**src/rtl/ppu_pkg.sv**
```systemverilog
`default_nettype none
// ============================================================================
// Module : ppu_pkg
// Brief  : Shared PPU constants: OAM layout, sprite heights, eval FSM states.
// Rev    : 1.0 - initial release
// ============================================================================
package ppu_pkg;

  localparam int OAM2_N = 8;

  // Byte lanes of a 32-bit OAM entry
  localparam int OAM_Y_LSB    = 0;
  localparam int OAM_TILE_LSB = 8;
  localparam int OAM_ATTR_LSB = 16;
  localparam int OAM_X_LSB    = 24;

  localparam logic [7:0] SPR_H8  = 8'd8;
  localparam logic [7:0] SPR_H16 = 8'd16;

  localparam logic [31:0] OAM2_EMPTY = 32'hFFFF_FFFF;

  localparam logic [2:0] ST_IDLE  = 3'd0;
  localparam logic [2:0] ST_CLEAR = 3'd1;
  localparam logic [2:0] ST_SCAN  = 3'd2;
  localparam logic [2:0] ST_DRAIN = 3'd3;
  localparam logic [2:0] ST_DONE  = 3'd4;

endpackage
`default_nettype wire

```
**src/rtl/ppu_spr_range_cmp.sv**
```systemverilog
`default_nettype none
// ============================================================================
// Module : ppu_spr_range_cmp
// Brief  : Combinational test of whether a sprite at Y covers a scanline.
// Rev    : 1.0 - initial release
// ============================================================================
module ppu_spr_range_cmp
  import ppu_pkg::*;
(
  input  logic [7:0] i_y,
  input  logic [7:0] i_line,
  input  logic       i_spr_16,
  output logic       o_in_range
);

  logic [8:0] w_diff;
  logic [7:0] w_height;

  always_comb begin
    w_diff     = {1'b0, i_line} - {1'b0, i_y};
    w_height   = i_spr_16 ? SPR_H16 : SPR_H8;
    // bit 8 set means the line lies above the sprite top
    o_in_range = !w_diff[8] && (w_diff[7:0] < w_height);
  end

endmodule
`default_nettype wire

```
**src/rtl/ppu_sprite_eval.sv**
```systemverilog
`default_nettype none
// ============================================================================
// Module : ppu_sprite_eval
// Brief  : Per-scanline sprite evaluator filling secondary OAM from primary OAM.
// Rev    : 1.0 - initial release
// ============================================================================
module ppu_sprite_eval
  import ppu_pkg::*;
#(
  parameter int OAM_N  = 64,
  parameter int OAM2_N = 8
) (
  input  logic        i_clk,
  input  logic        i_rst,
  input  logic        i_start,
  input  logic [7:0]  i_scanline,
  input  logic        i_spr_16,
  output logic [5:0]  o_oam_addr,
  input  logic [31:0] i_oam_q,
  output logic [2:0]  o_oam2_addr,
  output logic [31:0] o_oam2_data,
  output logic        o_oam2_we,
  output logic        o_busy,
  output logic        o_done,
  output logic [3:0]  o_spr_cnt,
  output logic        o_overflow,
  output logic        o_spr0_in
);

  localparam logic [5:0] c_last_addr = 6'(OAM_N - 1);
  localparam logic [2:0] c_last_clr  = 3'(OAM2_N - 1);
  localparam logic [3:0] c_cnt_full  = 4'(OAM2_N);

  logic [2:0] r_state;
  logic [7:0] r_line;
  logic       r_spr_16;
  logic [5:0] r_addr;
  logic [2:0] r_clr;
  logic [3:0] r_cnt;
  logic       r_ovf;
  logic       r_spr0;

  logic       w_eval;
  logic [5:0] w_eval_idx;
  logic       w_in_range;
  logic       w_hit;
  logic       w_wr;

  ppu_spr_range_cmp u_range (
    .i_y        (i_oam_q[OAM_Y_LSB +: 8]),
    .i_line     (r_line),
    .i_spr_16   (r_spr_16),
    .o_in_range (w_in_range)
  );

  // The read returns one cycle late, so the entry under test is always the
  // previous address; the address wraps to 0 on entering DRAIN, giving 63.
  always_comb begin
    w_eval     = ((r_state == ST_SCAN) && (r_addr != 6'd0)) || (r_state == ST_DRAIN);
    w_eval_idx = r_addr - 6'd1;
    w_hit      = w_eval && w_in_range;
    w_wr       = w_hit && (r_cnt < c_cnt_full);
  end

  always_comb begin
    o_oam2_we   = 1'b0;
    o_oam2_addr = 3'd0;
    o_oam2_data = 32'd0;
    if (r_state == ST_CLEAR) begin
      o_oam2_we   = 1'b1;
      o_oam2_addr = r_clr;
      o_oam2_data = OAM2_EMPTY;
    end else if (w_wr) begin
      o_oam2_we   = 1'b1;
      o_oam2_addr = r_cnt[2:0];
      o_oam2_data = i_oam_q;
    end
  end

  always_ff @(posedge i_clk) begin
    if (i_rst) begin
      r_state  <= ST_IDLE;
      r_line   <= 8'd0;
      r_spr_16 <= 1'b0;
      r_addr   <= 6'd0;
      r_clr    <= 3'd0;
      r_cnt    <= 4'd0;
      r_ovf    <= 1'b0;
      r_spr0   <= 1'b0;
    end else begin
      case (r_state)
        ST_IDLE: begin
          if (i_start) begin
            r_line   <= i_scanline;
            r_spr_16 <= i_spr_16;
            r_addr   <= 6'd0;
            r_clr    <= 3'd0;
            r_cnt    <= 4'd0;
            r_ovf    <= 1'b0;
            r_spr0   <= 1'b0;
            r_state  <= ST_CLEAR;
          end
        end
        ST_CLEAR: begin
          r_clr <= r_clr + 3'd1;
          if (r_clr == c_last_clr) r_state <= ST_SCAN;
        end
        ST_SCAN: begin
          r_addr <= r_addr + 6'd1;
          if (r_addr == c_last_addr) r_state <= ST_DRAIN;
        end
        ST_DRAIN: r_state <= ST_DONE;
        ST_DONE:  r_state <= ST_IDLE;
        default:  r_state <= ST_IDLE;
      endcase

      if (w_wr) begin
        r_cnt <= r_cnt + 4'd1;
        if (w_eval_idx == 6'd0) r_spr0 <= 1'b1;
      end else if (w_hit) begin
        r_ovf <= 1'b1;
      end
    end
  end

  assign o_oam_addr = r_addr;
  assign o_busy     = (r_state == ST_CLEAR) || (r_state == ST_SCAN) || (r_state == ST_DRAIN);
  assign o_done     = (r_state == ST_DONE);
  assign o_spr_cnt  = r_cnt;
  assign o_overflow = r_ovf;
  assign o_spr0_in  = r_spr0;

endmodule
`default_nettype wire

```
**config.mk**
```make
export PLATFORM = sky130hd
export DESIGN_NAME = ppu_sprite_eval
export DESIGN_NICKNAME = d
export VERILOG_FILES = /design/src/rtl/ppu_pkg.sv /design/src/rtl/ppu_spr_range_cmp.sv /design/src/rtl/ppu_sprite_eval.sv
export SDC_FILE = /design/constraint.sdc
export NUM_CORES = 1
export LEC_CHECK = 0
export BUFFER_PORTS_ARGS = -buffer_cell sky130_fd_sc_hd__buf_2
export CAP_MARGIN = 0
export CORE_MARGIN = 2
export CORE_UTILIZATION = 46
export CTS_CLUSTER_DIAMETER = 120
export DETAILED_ROUTE_END_ITERATION = 8
export MAX_ROUTING_LAYER = met4
export PLACE_DENSITY_LB_ADDON = 0.3
export SYNTH_ARGS = -nofsm -noshare
export SYNTH_HDL_FRONTEND = slang
export SYNTH_SLANG_ARGS = --single-unit
```
**constraint.sdc**
```tcl
create_clock -name i_clk -period 3 [get_ports i_clk]
set_input_delay 0 -clock i_clk [delete_from_list [all_inputs] [get_ports i_clk]]
set_output_delay 0 -clock i_clk [all_outputs]
set_load 0.02 [all_outputs]
```
==> results of run 1 <==
-- layer usage --
metal,up-vias,share of wire
li1,1070,-
met1,945,0.46
met2,70,0.47
met3,2,0.059
met4,0,0.0067
met5,-,0
-- cell type report --
| class | count | area (um^2) |
|---|---|---|
| timing repair buffer | 109 | 644 |
| clock buffer | 3 | 41.3 |
| tap | 50 | 62.6 |
| multi-input combinational | 189 | 1280 |
| clock inverter | 1 | 5.00 |
| fill | 345 | 1370 |
| inverter | 15 | 56.3 |
| sequential | 27 | 541 |
-- metrics by stage --
step,cells,util
after floorplan,247,-
after global placement,379,0.609
after detailed placement,379,0.609
after CTS,392,0.645
after global routing,394,0.658
final,394,0.658
-- layout by cell type (no fill, tap or decap), types with 5 or more instances in the layout --
master / instances
a211oi_1: 6
a21o_1: 34
a21oi_1: 20
buf_2: 92
buf_4: 5
dfxtp_1: 27
dlygate4sd3_1: 9
ha_1: 14
inv_1: 15
nand2_1: 27
nand3_1: 6
nand3b_1: 6
nor2_1: 25
o21ai_0: 5
-- worst register-to-register path, stage by stage, from the launching register on --
cell and delay, ns:
dfxtp_1 0.33, ha_1 0.30, o21a_1 0.21, nor2_4 0.13
nor2_1 0.07, xnor2_1 0.13, ha_1 0.26, a32o_1 0.27
nor4_4 0.29, buf_4 0.19, clkbuf_16 0.16, mux2_2 0.33
nor2_1 0.10
-- sequential cells by signal, summed over array words and instances (netlist names) --
register    flops
r_line          8
r_state         3
o_oam_addr      6
o_spr_cnt       4
r_clr           3
r_spr_16        1
o_overflow      1
o_spr0_in       1
-- synth_stat cells (all sizes together) (2+ instances only) --
cell    instances  area share
a211oi          6       0.023
a21o           34        0.13
a21oi          20       0.052
a22o            3       0.014
a22oi           4       0.016
and3            2      0.0065
buf             4       0.012
clkbuf         12       0.023
dfxtp          27        0.28
ha             15       0.098
inv            15       0.029
nand2          27       0.053
nand2b          4       0.017
nand3           6       0.016
nand3b          6       0.023
nor2           27       0.053
nor3            4       0.010
nor4            2       0.014
nor4b           2      0.0091
o21a            2      0.0078
o21ai           5       0.013
o31ai           2      0.0078
or2             2      0.0065
xnor2           2      0.0091
-- final timing paths --
kind / to / slack, ns / depth (start not counted)
max reg2reg: o_spr_cnt[0] / 0.15 / 12
min: r_state[0] / 0.16 / 4
max: o_oam2_addr[2] / 0.1 / 12
min reg2reg: o_spr0_in / 0.46 / 2
-- power breakdown --
| part | switching (mW) | internal [mW] |
|---|---|---|
| clock | 0.121 | 0.0932 |
| sequential | 0.00884 | 0.369 |
| combinational | 0.175 | 0.129 |
| total | 0.305 | 0.591 |
-- kinds of logic (layout without fill, tap and decap cells) --
group / count (synthesis) / after routing / share of synthesized area
AO/OA/AOI/OAI: 84 / 84 / 0.312
flip-flops: 27 / 27 / 0.282
multiplexers: 2 / 2 / 0.0111
AND/OR/NAND/NOR: 85 / 85 / 0.219
XOR/XNOR: 3 / 3 / 0.0137
adder cells (fa/ha/maj): 15 / 15 / 0.0978
buffers and inverters: 31 / 128 / 0.0646
-- what timing repair did --
item / CTS / global route
pin swaps: 0 / 0
endpoints found under the hold margin: 9 / 0
setup buffers: 0 / 1
gates resized for setup: 2 / 3
hold buffers: 9 / 0
endpoints found under the setup margin: 13 / 23
cloned: 0 / 1
==> reports/metrics.yaml, run 1 <==
clock_network:
  clk_latency_ns: 0.27
  htreeDepth: 1
  numCtsBuffers: 3
  clock-sinks: 27
  path_clk_slew_ns: 0.10
  cts_max_path_buffers: 2
  cts-root-buf: "clkbuf_8"
  cts_tree: "yes"
synth:
  syn_inst: 247
  synth_top_flop_cell: "dfxtp_1"
  synth_edf_count: 0
  synthArstFlopShare: 0
  syn_area_mm2: 0.00192
  synth_nets: 306
  syn_avg_cell_area_um2: 7.77
  synthDistinctLibCells: 41
  ys_warn_count: 0
  ys_seq_area_frac: 0.282
  ys_seq_elements: 27
floorplanning:
  num_rows: 23
  ioPinCount: 94
  core_mm2: 0.00400
  start_util: 0.480
  die_x_um: 68.6
  dieArea_mm2: 0.00470
  die_y_um: 68.6
min_path:
  min_from: "i_start"
  min-delay-path-class: "input port to flop"
sta:
  whs_ns: 0.156
  drv_slew: 0
  finalSetupTns_ns: 0
  finalHoldViolCount: 0
  max_slew_margin: 0.526
  fin_crit_sh: 0.968
  skew_ns: 0.00162
  finalSetupViolCount: 0
  fmax_mhz: 344
  period_minus_slack_ns: 2.90
  setup_ws_ns: 0.0953
  worst_slew_pin_slew_ns: 0.709
run:
  cap_viol_max_count: 0
route:
  first_pass_iters: 4
  wl_mm: 5.09
  vias: 2087
  drtAntennaViolNets: 0
  drtIter0Drc: 188
  drc: 0
  wl_per_cell_um: 12.9
  via_per_inst: 5.30
global_routing:
  grt_pass1_wl_mm: 7.60
  grt.busiest_layer: "met2"
  grt_usage: 0.217
  met1_usage: 0.287
  grt_pass1_vias: 1756
  use_met3: 0.0195
  grt_max_degree: 35
  met2_usage: 0.349
  grt.overflow.total: 0
  antenna_found_initial: 0
worst_setup_path:
  cp_slowest_cell: "dfxtp_1"
  crit_type: "flop to output pin"
  arrival_ns: 2.90
  crit_chain: "ha_1, o21a_1, nor2_4, nor2_1, xnor2_1, ha_1, a32o_1, nor4_4, buf_4, buf_12, a22o_1, buf_4"
  startpoint: "r_line[2]"
  crit_family: "compound AO/OA/AOI/OAI gates"
  critPathBufInv: 3
  cpPeakStageDelay_ns: 0.33
  crit_required_ns: 3.00
  start_kind: "flop"
  r2r_start: "r_line[2]"
  cp-end-kind: "output pin"
  cp_max_fo: 14
finish:
  area_growth_syn_to_layout_pct: 37.2
  diodes: 0
  final_nets: 404
  layout-drive-gt1-share: 0.331
  fin_area_mm2: 0.00263
placed_design:
  post-place-ws_ns: 0.203
  place_area_mm2: 0.00244
  port_buffers: 93
  gp_congestion: 0.881
  dp_hpwl_mm: 3.63
pwr:
  power_density_mw_per_mm2: 340
  total_power_mw: 0.896
  power.leakage_nw: 1.47
  peakVddDrop_mv: 0.192
status:
  status: "completed"
(Power assumes the default switching activity.)
==> run 2: changes to the inputs <==
CORE_ASPECT_RATIO = 0.7   (was default)
==> run 2 against run 1 <==
Compared with the run above:
- sequential power hardly changed
- clock skew is 0.0024 ns higher
- first-iteration DRC count is 72% lower
- sequential cell count stayed put
- final area is 0.24% higher
- highest routed layer unchanged
==> reports/metrics.yaml, run 2 (synthesis results as in run 1) <==
status:
  status: "completed"
clock_network:
  cts_max_path_buffers: 2
  clock-sinks: 27
  cts_tree: "yes"
  clk_latency_ns: 0.27
  htreeDepth: 1
  numCtsBuffers: 3
  cts-root-buf: "clkbuf_8"
  path_clk_slew_ns: 0.09
placed_design:
  port_buffers: 93
  dp_hpwl_mm: 3.81
  place_area_mm2: 0.00244
  gp_congestion: 0.950
run:
  cap_viol_max_count: 0
sta:
  fin_crit_sh: 0.963
  finalSetupViolCount: 0
  finalHoldViolCount: 0
  worst_slew_pin_slew_ns: 0.713
  skew_ns: 0.00401
  finalSetupTns_ns: 0
  max_slew_margin: 0.523
  fmax_mhz: 346
  drv_slew: 0
  period_minus_slack_ns: 2.89
pwr:
  p_int_mw: 0.594
  power_density_mw_per_mm2: 339
  combPwrFrac: 0.342
  peakVddDrop_mv: 0.183
  power_frac_seq: 0.422
  power_switching_mw: 0.302
  swShare: 0.337
  power_frac_clock: 0.235
  power.leakage_nw: 1.47
finish:
  regMostFlops: "r_line"
  layout-drive-gt1-share: 0.334
  layout.cells.most_common_list: "buf_2, a21o_1, nand2_1"
  final_common_cell: "buf_2"
  diodes: 0
  final_nets: 404
  fin_area_mm2: 0.00264
  area_growth_syn_to_layout_pct: 37.6
  largest_register_ff_count: 8
global_routing:
  grt.busiest_layer: "met2"
  use_met3: 0.0343
  grt_max_degree: 40
  grt_pass1_wl_mm: 8.03
  antenna_found_initial: 0
  met1_usage: 0.274
  grt_pass1_vias: 1879
  grt.overflow.total: 0
  grt_usage: 0.222
  met2_usage: 0.388
worst_setup_path:
  crit_family: "compound AO/OA/AOI/OAI gates"
  cp_slowest_cell: "dfxtp_1"
  critPathBufInv: 3
  crit_chain: "ha_1, o21a_1, nor2_4, nor2_1, xnor2_1, ha_1, a211oi_2, o211ai_1, nor4_4, buf_4, buf_12, a22o_1, buf_4"
  crit_type: "flop to output pin"
  crit_required_ns: 3.00
  cpPeakStageDelay_ns: 0.32
  r2r_end: "o_spr_cnt[0]"
  start_kind: "flop"
  cp_max_fo: 20
  r2r_slack_ns: 0.21
  cp-end-kind: "output pin"
  r2r_cells: 13
  r2r_start: "r_line[2]"
  arrival_ns: 2.89
floorplanning:
  die_x_um: 81.2
  core_mm2: 0.00397
  dieArea_mm2: 0.00471
  ioPinCount: 94
  num_rows: 19
  start_util: 0.483
  die_y_um: 58.0
min_path:
  worstHoldEndpoint: "r_state[0]"
  min_from: "i_start"
  min-delay-path-class: "input port to flop"
  holdPathStages: 4
route:
  via_per_inst: 5.38
  wl_per_cell_um: 13.3
  drtAntennaViolNets: 0
  drtIter0Drc: 52
  wl_mm: 5.25
  drc: 0
  vias: 2131
  first_pass_iters: 4
==> run 2: cell types whose count changed in the layout (fill, tap and decap cells not counted), sizes merged <==
cell / delta
clkinv: -1
clkbuf: +1
==> run 2: repair_timing <==
action,4_1_cts,5_1_grt
cloned,0,1
hold buffers,9,0
hold endpoints to repair,9,0
setup endpoints to repair,1,34
pin swaps,0,4
resized for setup,1,6
setup buffers,0,1
==> run 2: stage by stage <==
step	util	hold WS (ns)	std cells	power, mW	setup WS, ns
floorplan	-	0.136	247	0.579	0.419
global placement	0.615	0.244	381	0.671	0.181
detailed placement	0.615	0.255	381	0.677	0.157
CTS	0.649	0.149	394	0.894	0.0300
global route	0.665	0.190	396	0.940	-0.0155
finish	0.665	0.147	396	0.895	0.112
==> run 2: area by class of cell <==
class | count | area [um^2]
fillers | 355 | 1330
multi-input cells | 189 | 1290
repair buffers | 109 | 643
flip-flops and latches | 27 | 542
well taps | 52 | 65.1
inverters | 15 | 56.3
clock buffers | 4 | 45.0
==> run 2: tightest hold or removal path, stage by stage <==
cell,delay [ns]
buf_2,0.11
nor2_1,0.08
o32a_1,0.15
nor3_1,0.04
==> run 2: worst max-delay path by stage <==
| stage | cells past startpoint | from | endpoint |
|---|---|---|---|
| 6_report | 13 | r_line[2] | o_oam2_addr[0] |
| 5_1_grt | 13 | r_line[2] | o_oam2_addr[0] |
| 4_1_cts | 10 | r_line[1] | o_oam2_addr[0] |
| 3_5_place_dp | 11 | r_line[2] | o_spr_cnt[0] |
| 3_3_place_gp | 11 | r_line[2] | o_spr_cnt[0] |
| 2_1_floorplan | 10 | r_line[1] | o_spr0_in |
==> run 2: power groups by stage <==
stage	clock (mW)	sequential (mW)	combinational (mW)
4_1_cts	0.215	0.377	0.302
3_3_place_gp	0	0.385	0.286
2_1_floorplan	0	0.381	0.198
5_1_grt	0.227	0.380	0.333
6_report	0.211	0.378	0.307
3_5_place_dp	0	0.386	0.292
==> run 2: per-layer routing <==
| layer | wire length (um) | vias to the layer above |
|---|---|---|
| met3 | 284 | 2 |
| met5 | 0 | - |
| met2 | 2480 | 74 |
| met1 | 2460 | 986 |
| met4 | 27 | 0 |
| li1 | - | 1069 |
==> run 3: changes to the inputs <==
GPL_TIMING_DRIVEN = 0   (was default)
==> run 3 against run 2 <==
Compared with the run above:
- critical path depth is 2 lower
- register-to-register slack improved by 0.08 ns
- largest cell class unchanged
- highest routed layer unchanged
- global-route usage grew 0.89 points
- core utilization is 0.79 points higher
- sequential power about the same
- die area unchanged
- largest power group unchanged
- critical path type unchanged
==> reports/metrics.yaml, run 3 (synthesis results as in run 1) <==
clock_network:
  numCtsBuffers: 3
  cts_max_path_buffers: 2
  path_clk_slew_ns: 0.09
  htreeDepth: 1
  clock-sinks: 27
  clk_latency_ns: 0.27
  cts-root-buf: "clkbuf_8"
  cts_tree: "yes"
route:
  drtAntennaViolNets: 0
  vias: 2170
  met3_length_um: 364
  route.met2.wl_mm: 2.40
  drtIter0Drc: 129
  wl_per_cell_um: 12.9
  routed.top_layer: "met4"
  drt-met1-wl_mm: 2.47
  drc: 0
  via_per_inst: 5.31
  wl_mm: 5.26
  first_pass_iters: 4
global_routing:
  grt_usage: 0.231
  antenna_found_initial: 0
  grt.overflow.total: 0
  grt_max_degree: 15
  grt_pass1_vias: 1856
  grt_pass1_wl_mm: 8.25
sta:
  period_minus_slack_ns: 2.86
  rsz0062_at_grt: "yes"
  finalSetupViolCount: 0
  whs_ns: 0.154
  max_slew_margin: 0.643
  drv_slew: 0
  finalHoldViolCount: 0
  fin_crit_sh: 0.953
  fmax_mhz: 350
  worst_slew_pin_slew_ns: 0.533
  skew_ns: 0.00312
min_path:
  min-delay-path-class: "input port to flop"
  min_from: "i_rst"
  worstHoldEndpoint: "o_oam_addr[4]"
  holdPathStages: 2
floorplanning:
  start_util: 0.483
  num_rows: 19
  ioPinCount: 94
  core_mm2: 0.00397
  die_y_um: 58.0
  die_x_um: 81.2
  dieArea_mm2: 0.00471
placed_design:
  gp_congestion: 0.931
  dp_hpwl_mm: 4.01
  port_buffers: 92
worst_setup_path:
  cp_max_fo: 10
  arrival_ns: 2.86
  r2r_end: "o_spr_cnt[0]"
  crit_type: "flop to output pin"
  r2r_cells: 11
  crit_required_ns: 3.00
  r2r_start: "r_line[1]"
  r2r_slack_ns: 0.29
  cp-end-kind: "output pin"
  start_kind: "flop"
pwr:
  total_power_mw: 0.893
  peakVddDrop_mv: 0.181
  power_density_mw_per_mm2: 334
  power.leakage_nw: 1.48
finish:
  utilization: 0.673
  final_nets: 417
  regMostFlops: "r_line"
  area_growth_syn_to_layout_pct: 39.2
  layout.cells.most_common_list: "buf_2, a21o_1, nand2_1"
  final_common_cell: "buf_2"
  layout-drive-gt1-share: 0.319
  diodes: 0
  largest_register_ff_count: 8
run:
  cap_viol_max_count: 0
status:
  status: "completed"
==> run 3: critical path, stage by stage (launching register included) <==
cell	delay, ns
dfxtp_2	0.36
ha_4	0.21
a2111oi_4	0.37
nor2_1	0.10
xnor2_1	0.13
ha_1	0.27
a32o_1	0.26
nor4_4	0.28
buf_6	0.16
buf_8	0.13
a22o_1	0.16
buf_4	0.15
==> run 3: final cells by class <==
cell class	count	area, um^2
Clock buffer	4	45.0
Inverter	15	56.3
Buffer	16	86.3
Tap cell	52	65.1
Sequential cell	27	542
Multi-Input combinational cell	189	1280
Fill cell	343	1300
Timing Repair Buffer	106	597
==> run 3: stage by stage <==
stage | setup WS (ns) | instance area, um^2 | std cells | TNS (ns)
floorplan | 0.419 | 1920 | 247 | 0
global placement | 0.111 | 2440 | 391 | 0
detailed placement | -0.0164 | 2440 | 391 | -0.0164
CTS | 0.0155 | 2650 | 408 | 0
global route | -0.00941 | 2670 | 409 | -0.0414
finish | 0.140 | 2670 | 409 | 0
==> run 3: repair_timing <==
action | 4_1_cts | 5_1_grt
gates resized for setup | 10 | 4
hold buffers | 9 | 0
pin swaps | 4 | 5
endpoints found under the setup margin | 37 | 36
buffers inserted | 4 | 1
hold endpoints to repair | 9 | 0
==> run 3: routing by layer <==
metal,vias up,track usage
li1,1091,-
met1,990,0.306
met2,87,0.374
met3,2,0.0421
met4,0,0.0436
met5,-,-
==> run 3: power by group <==
group / leakage (nW) / total (mW) / internal, mW / switching, mW
Clock: 0.0228 / 0.202 / 0.0950 / 0.107
Sequential: 0.220 / 0.375 / 0.369 / 0.00633
Combinational: 1.24 / 0.316 / 0.134 / 0.183
Total: 1.48 / 0.893 / 0.597 / 0.296
==> run 3: how the worst max path moves through the flow <==
stage / from / endpoint / slack, ns / depth (start not counted)
after floorplan: r_line[1] / o_spr0_in / 0.42 / 10
after global placement: r_line[1] / o_spr0_in / 0.11 / 11
after detailed placement: r_line[1] / o_spr0_in / -0.02 / 11
after CTS: r_line[2] / o_oam2_addr[0] / 0.02 / 13
after global routing: r_line[1] / o_oam2_data[18] / -0.009 / 11
final: r_line[1] / o_oam2_addr[0] / 0.14 / 11
